## src/rtl/stopwatch_pkg.sv

```systemverilog
// Shared definitions for the stopwatch display path.
// Holds the active-low 7-segment codes, the anode "all off" pattern, the
// scan state type and the leading-zero suppression rule used by the
// display scan driver.
package stopwatch_pkg;

    // Active-low segment codes, bit order {g,f,e,d,c,b,a}.
    localparam logic [6:0] SEG_0    = 7'b1000000;
    localparam logic [6:0] SEG_1    = 7'b1111001;
    localparam logic [6:0] SEG_2    = 7'b0100100;
    localparam logic [6:0] SEG_3    = 7'b0110000;
    localparam logic [6:0] SEG_4    = 7'b0011001;
    localparam logic [6:0] SEG_5    = 7'b0010010;
    localparam logic [6:0] SEG_6    = 7'b0000010;
    localparam logic [6:0] SEG_7    = 7'b1111000;
    localparam logic [6:0] SEG_8    = 7'b0000000;
    localparam logic [6:0] SEG_9    = 7'b0010000;
    localparam logic [6:0] SEG_DASH = 7'b0111111;
    localparam logic [6:0] SEG_OFF  = 7'b1111111;

    // All anodes disabled (active-low).
    localparam logic [3:0] AN_OFF = 4'hF;

    // Scan sequencer states.
    typedef enum logic [1:0] {
        OFF   = 2'd0,
        BLANK = 2'd1,
        SHOW  = 2'd2
    } scan_state_t;

    // A digit is a leading zero when it and every more-significant digit
    // are zero. The rightmost digit is always drawn so "0" stays visible.
    function automatic logic lz_suppress(input logic [15:0] digits,
                                         input logic [1:0]  idx);
        logic res;
        case (idx)
            2'd3:    res = (digits[15:12] == 4'h0);
            2'd2:    res = (digits[15:8]  == 8'h00);
            2'd1:    res = (digits[15:4]  == 12'h000);
            default: res = 1'b0;
        endcase
        return res;
    endfunction

endpackage

```

## src/rtl/bcd_to_seg.sv

```systemverilog
// Combinational BCD to active-low 7-segment decoder.
// Ports:
//   bcd - 4-bit digit code; codes 10..15 are not decimal digits
//   seg - active-low segments {g,f,e,d,c,b,a}; non-decimal codes show a dash
module bcd_to_seg
    import stopwatch_pkg::*;
(
    input  logic [3:0] bcd,
    output logic [6:0] seg
);

    // Digit lookup; anything outside 0..9 renders as a dash.
    always_comb begin
        seg = SEG_DASH;
        case (bcd)
            4'd0:    seg = SEG_0;
            4'd1:    seg = SEG_1;
            4'd2:    seg = SEG_2;
            4'd3:    seg = SEG_3;
            4'd4:    seg = SEG_4;
            4'd5:    seg = SEG_5;
            4'd6:    seg = SEG_6;
            4'd7:    seg = SEG_7;
            4'd8:    seg = SEG_8;
            4'd9:    seg = SEG_9;
            default: seg = SEG_DASH;
        endcase
    end

endmodule

```

## src/rtl/seg_scan_driver.sv

```systemverilog
// Four-digit common-anode 7-segment scan driver.
// Each rising edge of the divided display clock advances to the next digit,
// with all anodes held off for BLANK_CYC clk cycles before the new digit is
// drawn (anti-ghosting). Digit values are captured once per full scan so a
// running count never tears across digits.
// Ports:
//   clk       - system clock
//   reset     - asynchronous active-high reset
//   scan_clk  - divided display clock level, unrelated to clk edges
//   digits    - BCD digits, [3:0] = rightmost digit0 .. [15:12] = digit3
//   dp_in     - decimal point request per digit, 1 = on
//   blank_lz  - 1 = suppress leading zeros (only when LZ_EN = 1)
//   an        - anode enables, active-low, an[i] drives digit i
//   seg       - segments, active-low, {g,f,e,d,c,b,a}
//   dp        - decimal point, active-low
//   digit_idx - index of the currently selected digit
module seg_scan_driver
    import stopwatch_pkg::*;
#(
    parameter int BLANK_CYC = 2,
    parameter bit LZ_EN     = 1'b1
) (
    input  logic        clk,
    input  logic        reset,
    input  logic        scan_clk,
    input  logic [15:0] digits,
    input  logic [3:0]  dp_in,
    input  logic        blank_lz,
    output logic [3:0]  an,
    output logic [6:0]  seg,
    output logic        dp,
    output logic [1:0]  digit_idx
);

    localparam logic [3:0] BLANK_LOAD = 4'(BLANK_CYC);

    logic        s1_r;
    logic        s2_r;
    logic        s3_r;
    logic        tick_s;

    scan_state_t state_r;
    logic [1:0]  idx_r;
    logic [3:0]  cnt_r;
    logic [15:0] snap_digits_r;
    logic [3:0]  snap_dp_r;

    logic [3:0]  an_r;
    logic [6:0]  seg_r;
    logic        dp_r;

    logic [1:0]  idx_next_s;
    logic [3:0]  sel_bcd_s;
    logic [6:0]  dec_seg_s;
    logic        lz_blank_s;
    logic [3:0]  an_sel_s;
    logic        dp_sel_s;

    // Synchroniser (s1, s2) plus one delay stage (s3) for rising-edge detect.
    always_ff @(posedge clk or posedge reset) begin
        if (reset) begin
            s1_r <= 1'b0;
            s2_r <= 1'b0;
            s3_r <= 1'b0;
        end else begin
            s1_r <= scan_clk;
            s2_r <= s1_r;
            s3_r <= s2_r;
        end
    end

    assign tick_s = s2_r & ~s3_r;

    // Select the snapshot digit for the current index and work out how it
    // should be drawn once the blanking gap ends.
    always_comb begin
        idx_next_s = idx_r + 2'd1;
        sel_bcd_s  = 4'h0;
        case (idx_r)
            2'd0:    sel_bcd_s = snap_digits_r[3:0];
            2'd1:    sel_bcd_s = snap_digits_r[7:4];
            2'd2:    sel_bcd_s = snap_digits_r[11:8];
            2'd3:    sel_bcd_s = snap_digits_r[15:12];
            default: sel_bcd_s = 4'h0;
        endcase
        lz_blank_s = LZ_EN && blank_lz && lz_suppress(snap_digits_r, idx_r);
        an_sel_s   = ~(4'b0001 << idx_r);
        dp_sel_s   = ~snap_dp_r[idx_r];
    end

    bcd_to_seg u_bcd_to_seg (
        .bcd (sel_bcd_s),
        .seg (dec_seg_s)
    );

    // Scan sequencer: tick -> blank gap -> show digit; ticks during the gap
    // are discarded. The snapshot is refreshed as the scan wraps to digit0.
    always_ff @(posedge clk or posedge reset) begin
        if (reset) begin
            state_r       <= OFF;
            idx_r         <= 2'd3;
            cnt_r         <= 4'd0;
            snap_digits_r <= 16'h0000;
            snap_dp_r     <= 4'h0;
            an_r          <= AN_OFF;
            seg_r         <= SEG_OFF;
            dp_r          <= 1'b1;
        end else begin
            case (state_r)
                OFF, SHOW: begin
                    if (tick_s) begin
                        idx_r   <= idx_next_s;
                        cnt_r   <= BLANK_LOAD;
                        state_r <= BLANK;
                        an_r    <= AN_OFF;
                        seg_r   <= SEG_OFF;
                        dp_r    <= 1'b1;
                        if (idx_next_s == 2'd0) begin
                            snap_digits_r <= digits;
                            snap_dp_r     <= dp_in;
                        end else begin
                            snap_digits_r <= snap_digits_r;
                            snap_dp_r     <= snap_dp_r;
                        end
                    end else begin
                        state_r <= state_r;
                    end
                end
                BLANK: begin
                    if (cnt_r == 4'd1) begin
                        cnt_r   <= 4'd0;
                        state_r <= SHOW;
                        an_r    <= an_sel_s;
                        seg_r   <= lz_blank_s ? SEG_OFF : dec_seg_s;
                        dp_r    <= dp_sel_s;
                    end else begin
                        cnt_r   <= cnt_r - 4'd1;
                    end
                end
                default: begin
                    state_r <= OFF;
                    an_r    <= AN_OFF;
                    seg_r   <= SEG_OFF;
                    dp_r    <= 1'b1;
                end
            endcase
        end
    end

    assign an        = an_r;
    assign seg       = seg_r;
    assign dp        = dp_r;
    assign digit_idx = idx_r;

endmodule

```

## config.mk

```make
export PLATFORM = sky130hd
export DESIGN_NAME = seg_scan_driver
export DESIGN_NICKNAME = d
export VERILOG_FILES = /design/src/rtl/stopwatch_pkg.sv /design/src/rtl/bcd_to_seg.sv /design/src/rtl/seg_scan_driver.sv
export SDC_FILE = /design/constraint.sdc
export NUM_CORES = 1
export LEC_CHECK = 0
export BUFFER_PORTS_ARGS = -buffer_cell sky130_fd_sc_hd__buf_2
export CELL_PAD_IN_SITES_DETAIL_PLACEMENT = 0
export CELL_PAD_IN_SITES_GLOBAL_PLACEMENT = 1
export CORE_ASPECT_RATIO = 1.2
export CORE_UTILIZATION = 49
export CTS_BUF_LIST = sky130_fd_sc_hd__clkbuf_8
export CTS_CLUSTER_SIZE = 14
export DETAILED_ROUTE_END_ITERATION = 6
export PLACE_DENSITY = 0.88
export REMOVE_ABC_BUFFERS = 1
export SYNTH_ARGS = -nofsm -noshare
export SYNTH_HDL_FRONTEND = slang
export SYNTH_SLANG_ARGS = --single-unit
```

## constraint.sdc

```tcl
create_clock -name clk -period 4.4 [get_ports clk]
set_clock_uncertainty 0.15 [all_clocks]
set_input_delay 0.66 -clock clk [delete_from_list [all_inputs] [get_ports clk]]
set_output_delay 0.66 -clock clk [all_outputs]
set_load 0.005 [all_outputs]
```

# Word level (Yosys, flattened, before mapping)
# Memory sizes are Yosys's and may differ from the RTL's.
# Cells that the tools add are included.
word_totals:
  regBits: 43
  romBits: 112
  inputBits: 24
  output_inout_bits: 14
  elab_cells: 61
  n_memories: 1
op_classes:
  add_sub_neg: 2
  magnitude_cmp: 1
  eq_ne: 8
  shift: 1
  n_mux: 20
  bitwise: 4
  n_reduce_logical: 13
mem_list:
  columns: ["name", "words", "width", "rd", "rd_ports_with_merged_regs", "wr", "line", "rtl"]
  rows:
  - ["(no name shown)", 16, 7, 1, 0, 0, "bcd_to_seg.sv:15", "case (bcd)"]
ops:
  columns: ["cell", "n"]
  rows:
  - ["$mux W7", 3]
  - ["$mux W4", 4]
  - ["$pmux W4 S2", 2]
  - ["$pmux W4 S4", 1]
  - ["$pmux W7 S2", 1]
  - ["$logic_not A12 Y1", 1]
  - ["$logic_not A8 Y1", 1]
  - ["$eq A2 B2 Y1 const B", 3]
  - ["$logic_not A2 Y1", 3]
  - ["$reduce_and A2 Y1", 3]
  - ["$eq A2 B1 Y1 const B", 2]
  - ["$eq A4 B1 Y1 const B", 1]
  - ["$logic_not A4 Y1", 1]
  - ["$mux W2", 2]
  - ["$ne A2 B2 Y1 const B", 2]
  - ["$not A4 Y4", 1]
  - ["$pmux W2 S2", 1]
  - ["$shl A1 B2 Y4 const A", 1]
  - ["$sub A4 B1 Y4 const B", 1]
  - ["$lt A2 B3 Y1 const B", 1]
  - ["$mux W1", 3]
  - ["$pmux W1 S3", 1]
  - ["$reduce_and A3 Y1", 1]
  - ["$add A2 B1 Y2 const B", 1]
  - ["other kinds (7)", 8]

# Logic depth before layout (Yosys ltp)
# Gate-level depths: netlist (run 1).
depth:
  ltp_word: 6
  depth_mapped: 9
  depth_no_buf: 9

# Modules after synthesis
# From an unflattened synthesis (run 1), not the netlist that was laid out.
unflattened:
  cells_unflattened: 176
  area_unflattened_um2: 2244.7
by_module_without_submodules:
  columns: ["module", "instances", "cells_each", "area_per_inst_um2"]
  rows:
  - ["seg_scan_driver", 1, 145, 2020.7]
  - ["bcd_to_seg", 1, 31, 224.0]

# Worst setup path before layout (run 1)
# Ideal clock, no wire load.
synth_path:
  path_type: "register to register"
  from: "reg idx_r[0], in the netlist digit_idx[0]"
  to: "reg seg_r[1], in the netlist seg[1]"
  arrival_ps: 2138
  required_ps: 4167
  setup_slack_ps: 2028
  stages_incl_launch_ff: 10
  period_less_slack_ps: 2372
  cell_sequence: "dfstp_2 > inv_1 > ha_1 > buf_2 > mux2i_1 > inv_1 > ha_1 > a21oi_1 > nor2_1 > o32a_1"
synth_via:
  elab_chain_len: 6
synth_lines:
  columns: ["element", "line", "rtl"]
  rows:
  - ["start: declaration", "seg_scan_driver.sv:43", "logic [1:0] idx_r;"]
  - ["start signal: assignment", "seg_scan_driver.sv:112", "idx_r <= idx_next_s;"]
  - ["$eq A2 B2 Y1 (tied with other cells)", "stopwatch_pkg.sv:36, seg_scan_driver.sv:79", null]
  - ["$pmux W4 S4 or $pmux W1 S3 (tied branches)", "seg_scan_driver.sv:79, stopwatch_pkg.sv:36", null]
  - ["$mem_v2 Z16 W7 or $logic_and A1 B1 Y1 (tied branches)", null, null]
  - ["$mux W7 *", "seg_scan_driver.sv:134", "seg_r <= lz_blank_s ? SEG_OFF : dec_seg_s;"]
  - ["$mux W7 *", "seg_scan_driver.sv:130", "if (cnt_r == 4'd1) begin"]
  - ["$pmux W7 S2 *", "seg_scan_driver.sv:109", "case (state_r)"]
  - ["end signal: assignment", "seg_scan_driver.sv:134", null]
  - ["end: declaration", "seg_scan_driver.sv:49", "logic [6:0] seg_r;"]
# Mark *: on every way between the ends. The rest lies on a longest branch, timed or not. The select of a mux whose other input is x is not followed.
# A chain may end at the register's enable or synchronous reset.

# Final worst setup path (run 1)
# Ends and elaborated chain as after synthesis.

==> results of run 1 <==
-- sequential cells by signal, indices dropped and copies added, names as in the netlist --
name,count
snap_digits_r,16
snap_dp_r,4
s3_r,1
an,4
cnt_r,4
state_r,2
s1_r,1
digit_idx,2
s2_r,1
dp,1
seg,7
-- power by group through the flow --
stage               clock network, mW  logic [mW]  registers [mW]
floorplan                           0       0.578           0.682
global placement                    0       0.724           0.699
detailed placement                  0       0.758           0.713
CTS                             0.258       0.762           0.705
global route                    0.274       0.853           0.727
finish                          0.250       0.763           0.704
-- final timing paths --
kind	start	end	slack (ps)	cells past startpoint
setup / recovery	digit_idx[0]	seg[1]	1750	8
min in group asynchronous	reset	cnt_r[0]	250	2
max in group asynchronous	reset	seg[5]	3050	3
hold reg to reg	s1_r	s2_r	200	0
setup reg to reg	digit_idx[0]	seg[1]	1750	8
hold / removal	s1_r	s2_r	200	0
-- kinds of logic (layout without fill, tap and decap cells) --
group           Yosys count  count (layout)  share of synthesized area
xor+xnor                  2               2                   0.008497
simple gates             44              44                     0.1080
mux                      22              22                     0.1262
compound gates           37              37                     0.1286
flops                    43              43                     0.5303
buf+inv                  17              58                    0.03762
fa+ha+maj                10              10                    0.06068
-- routing by layer --
layer,share of wire,global-route usage
met1,0.44,0.2614
met2,0.50,0.3056
met3,0.050,0.05319
met4,0.010,0.08333
met5,0,0
-- synthesized netlist by cell type, types with 3 or more instances --
library cell	instances
dfrtp_1	29
mux2_2	18
nor2_1	15
dfstp_2	14
a21oi_1	12
nand2_1	12
inv_1	11
ha_1	10
o21ai_0	9
a222oi_1	4
buf_4	3
nand3_1	3
nor4_1	3
o22a_2	3
-- layout make-up --
type / instances / area [um^2]
fillers: 347 / 1592
flip-flops and latches: 43 / 1094
multi-input cells: 115 / 890.9
repair buffers: 38 / 192.7
clock buffers: 6 / 82.58
well taps: 54 / 67.56
inverters: 12 / 45.04
clock inverters: 2 / 8.758
-- worst max-delay path: stages (launching register included) --
cell and delay [ps]:
dfstp_2 600, inv_1 100, ha_1 330, mux2i_1 500, inv_1 150, ha_1 250, a21oi_1 130, nor2_1 60
o32a_1 320
-- per-stage QoR --
stage / hold slack, ps / cell area, um^2 / std cells
floorplan: 181.2 / 2029 / 170
global placement: 186.8 / 2290 / 262
detailed placement: 189.5 / 2290 / 262
CTS: 207.3 / 2381 / 270
global route: 210.1 / 2381 / 270
finish: 202.0 / 2381 / 270
-- cell usage in the layout, fill, tap and decap left out, types with 2 or more instances in the layout --
| cell type | instances |
|---|---|
| nand2_1 | 12 |
| o22a_2 | 3 |
| mux2i_1 | 2 |
| mux2_2 | 18 |
| nor4_1 | 3 |
| clkbuf_8 | 6 |
| o32a_1 | 2 |
| nand3_1 | 3 |
| nor2b_1 | 2 |
| a21oi_1 | 12 |
| o21ai_0 | 9 |
| buf_2 | 37 |
| dfstp_2 | 14 |
| nor2_1 | 15 |
| xnor2_1 | 2 |
| a222oi_1 | 4 |
| nand2b_1 | 2 |
| ha_1 | 10 |
| dfrtp_1 | 29 |
| inv_1 | 12 |
==> out/results.txt, run 1 <==
prevailing post-synth register cell -> dfrtp_1
GRT Overall Usage -> 0.1983
#FFs+latches synth -> 43
Skew-Pair Late Insertion Delay -> 290 ps
post-route ant nets -> 0
antenna violations before repair -> 0
clk slew on worst S/H paths -> 80 ps
I/O pins -> 38
drt wl/cell -> 14.19 um
sw frac -> 0.3787
hold crit path type -> register to register
Slew Viols, Final -> 0
Pre-antenna DRT Iters -> 4
Via-to-Cell Ratio -> 5.422
DRC viols -> 0
Mapped Cells -> 175
part of the Yosys area used for sequential elements -> 0.5303
Synth Cell Area -> 2062 um^2
Finished Core Util -> 0.5994
first-pass GRT wire length -> 6486 um
CTS Buffer Depth -> 2
Placement Setup Slack -> 1819 ps
Setup CP Type -> register to register
core area -> 3973 um^2
gpl congestion -> 0.8781
final wirelength -> 3831 um
kind of end point of the critical path -> register
Clk pwr share -> 0.146
Crit path required time -> 4470 ps
Distinct cells, synth -> 37
Post-CTS Setup Inserts -> 0
Congestion Overflow GR -> 0
Tot Pwr -> 1.717 mW
crit path time final -> 2654 ps
H-tree depth -> 2
post-CTS sizing -> 0
startpoint class of the critical path -> register
Rows -> 25
area fraction of the dominant cell type after synthesis -> 0.3519
Synth area leader -> dfrtp_1
Post-DP HPWL -> 2945 um
vias in the first global route -> 1465
Final Hold Fails -> 0
Leak -> 1.074 nW
P_int -> 1.067 mW
FFs w/ async S/R, synth -> 1.000
pin count of the biggest net entering global routing -> 30
# setup viols final -> 0
final net count -> 249
EDFF count, synth -> 0
outcome -> finished, final reports clean
max_cap viols -> 0
Via Count -> 1464
Worst EP arrival -> 2730 ps
maximum VDD drop -> 0.3088 mV
ranking of synthesized cells by area -> dfrtp_1, dfstp_2, mux2_2
Layout area overhead -> 15.47%
Least-Margin Pin Slew -> 855.4 ps
setup_tns -> 0 ps
total die area -> 4472 um^2
# clock sinks -> 43
Setup WS post-layout -> 1746 ps
CTS Root Cell -> clkbuf_8
unrepaired setup endpoints after global routing -> no
initial detailed-routing violation count -> 82
diodes inserted -> 0
CTS Hold Bufs -> 0
sequential share of power -> 0.410
Final period util -> 0.6032
share of cells above drive strength 1 -> 0.4074
Slew headroom -> 0.4297
Starting Density -> 0.5191
part of the power in combinational logic -> 0.444
synth warn -> 0
f_max -> 376.8 MHz
CTS tree -> done
Die W -> 61.22 um
CP Max Fanout -> 7
Cell Pwr Density -> 721.0 nW/um^2
Die Y -> 73.06 um
number of port buffers -> 37
mean area per synthesized cell -> 11.78 um^2
Num CTS Buffers -> 5
NetSw -> 0.6501 mW
No activity file was read; power rests on OpenSTA's default activity.
==> run 2, diff against run 1 <==
ABC_AREA = 1   (was default)
CORE_UTILIZATION = 43   (was 49)
PLACE_DENSITY = 0.83   (was 0.88)
clock period = 2.7 ns   (was 4.4 ns; I/O delays follow)
==> out/results.txt, run 2 <==
synth warn -> 0
R2R depth -> 11
startpoint class of the critical path -> register
CTS tree -> done
setup_tns -> 0 ps
EDFF count, synth -> 0
area fraction of the dominant cell type after synthesis -> 0.3286
hold crit path type -> input pin to register
vias in the first global route -> 1550
Clk pwr share -> 0.133
Final Hold Fails -> 0
Synth area leader -> dfrtp_1
Distinct cells, synth -> 30
# clock sinks -> 43
FFs w/ async S/R, synth -> 1.000
Num CTS Buffers -> 5
number of flip-flops under the largest register name -> 16
grt peak-use layer -> met2
Post-DP HPWL -> 2977 um
drt wl/cell -> 10.81 um
final net count -> 343
antenna violations before repair -> 0
most common cell after layout, fill and taps aside -> nand2_1
GRT Overall Usage -> 0.1715
crit path time final -> 2367 ps
ranking of synthesized cells by area -> dfrtp_1, dfstp_2, nand2_1
Worst EP arrival -> 2450 ps
total die area -> 5428 um^2
Starting Density -> 0.4471
Leak -> 1.323 nW
final wirelength -> 4001 um
RR Startpoint -> digit_idx[0]
Reg area -> 1094 um^2
first-pass GRT wire length -> 6906 um
CTS Hold Bufs -> 0
Congestion Overflow GR -> 0
Slew headroom -> 0.6489
Layout area overhead -> 14.33%
core area -> 4940 um^2
Mapped Cells -> 269
area of the multi-input gates -> 918.4 um^2
Hold Path Sink -> s1_r
I/O pins -> 38
Skew-Pair Late Insertion Delay -> 300 ps
sw frac -> 0.4431
Rows -> 28
share of cells above drive strength 1 -> 0.2452
Via-to-Cell Ratio -> 4.616
post-CTS sizing -> 0
diodes inserted -> 0
kind of end point of the critical path -> register
Die W -> 67.42 um
mean area per synthesized cell -> 8.210 um^2
Finished Core Util -> 0.5111
Hold Crit Start -> scan_clk
post-route ant nets -> 0
Post-synth top cells -> nand2_1, nor2_1, inv_1
R2R Setup Slk -> 330 ps
prevailing post-synth register cell -> dfrtp_1
met1 Track Usage GR -> 0.2044
M3 GR Usage -> 0.02983
Setup CP Type -> register to register
gpl congestion -> 0.8554
initial detailed-routing violation count -> 59
Post-CTS Setup Inserts -> 0
number of port buffers -> 37
DRC viols -> 0
Fillers -> 497
CTS Root Cell -> clkbuf_8
Tot Pwr -> 3.007 mW
max_cap viols -> 0
Synth Cell Area -> 2208 um^2
f_max -> 422.4 MHz
# setup viols final -> 0
pin count of the biggest net entering global routing -> 44
unrepaired setup endpoints after global routing -> no
hold depth -> 1
clk slew on worst S/H paths -> 80 ps
Pre-antenna DRT Iters -> 4
Worst R2R End -> seg[3]
CP Max Fanout -> 9
Crit path required time -> 2780 ps
P_int -> 1.675 mW
maximum VDD drop -> 0.5602 mV
part of the Yosys area used for sequential elements -> 0.4952
most frequent cells in the layout -> nand2_1, inv_1, nor2_1
Least-Margin Pin Slew -> 526.6 ps
sequential share of power -> 0.376
part of the power in combinational logic -> 0.491
CTS Buffer Depth -> 2
Global Route met2 Usage -> 0.3000
#FFs+latches synth -> 43
Slew Viols, Final -> 0
count leader, synth -> nand2_1
Final period util -> 0.8768
Die Y -> 80.51 um
NetSw -> 1.332 mW
Largest Register -> snap_digits_r
outcome -> finished, final reports clean
Via Count -> 1708
H-tree depth -> 2
Cell Pwr Density -> 1191 nW/um^2
-- run 2: cell count changes after synthesis, moves of 3 or more --
| cell | before | now |
|---|---|---|
| nand3_1 | 3 | 8 |
| inv_1 | 11 | 37 |
| o22a_2 | 3 | 0 |
| o21ai_1 | 0 | 20 |
| nor4_1 | 3 | 0 |
| nand2_2 | 0 | 4 |
| nand2_1 | 12 | 62 |
| nor2_1 | 15 | 38 |
| a222oi_1 | 4 | 0 |
| inv_2 | 1 | 4 |
| mux2_2 | 18 | 0 |
-- run 2: layer usage --
metal  routed length [um]  vias to the layer above
met5                    0                        -
met4                   72                        0
met3                  107                        5
met2                 1936                       33
met1                 1885                      758
li1                     -                      912
-- run 2: worst max path at each step --
stage | to | start | slack, ps | cells past startpoint
2_1_floorplan | seg[3] | digit_idx[0] | 550 | 11
3_3_place_gp | seg[3] | digit_idx[0] | 430 | 11
3_5_place_dp | seg[3] | digit_idx[0] | 340 | 11
4_1_cts | seg[3] | digit_idx[0] | 310 | 11
5_1_grt | seg[3] | digit_idx[0] | 110 | 11
6_report | seg[3] | digit_idx[0] | 330 | 11
-- run 2: area by class of cell --
cell class | instances | share of cell area
clock buffers | 5 | 0.02725
clock inverters | 3 | 0.006442
inverters | 42 | 0.06343
multi-input cells | 179 | 0.3637
flip-flops and latches | 43 | 0.4331
well taps | 60 | 0.02973
repair buffers | 38 | 0.07631
-- run 2: worst max-delay path, stage by stage, from the launching register on --
cell	delay (ps)
dfstp_2	590
inv_1	110
ha_1	230
inv_2	130
nand2_1	90
o21bai_1	340
ha_1	300
inv_1	50
nand2_1	40
a21oi_1	130
nor2_1	50
nor2_1	80
-- run 2: logic make-up after synthesis --
kind of cell,share of synthesized area
buf+inv,0.08895
fa+ha+maj,0.05666
simple gates,0.2357
xor+xnor,0.003967
flops,0.4952
compound gates,0.1196
-- run 2: through the flow --
step	worst slack, ps	area (um^2)	hold slack (ps)	instances
5_1_grt	107.9	2525	47.99	370
6_report	332.7	2525	58.71	370
3_3_place_gp	427.2	2440	182.4	362
3_5_place_dp	340.4	2440	193.4	362
4_1_cts	306.1	2525	50.81	370
2_1_floorplan	546.8	2172	181.2	264
-- run 2: power by group through the flow --
| stage | logic (mW) | registers, mW | clock network (mW) |
|---|---|---|---|
| 3_3_place_gp | 1.48 | 1.14 | 0 |
| 5_1_grt | 1.74 | 1.17 | 0.442 |
| 2_1_floorplan | 1.18 | 1.10 | 0 |
| 4_1_cts | 1.50 | 1.14 | 0.417 |
| 3_5_place_dp | 1.50 | 1.15 | 0 |
| 6_report | 1.48 | 1.13 | 0.399 |
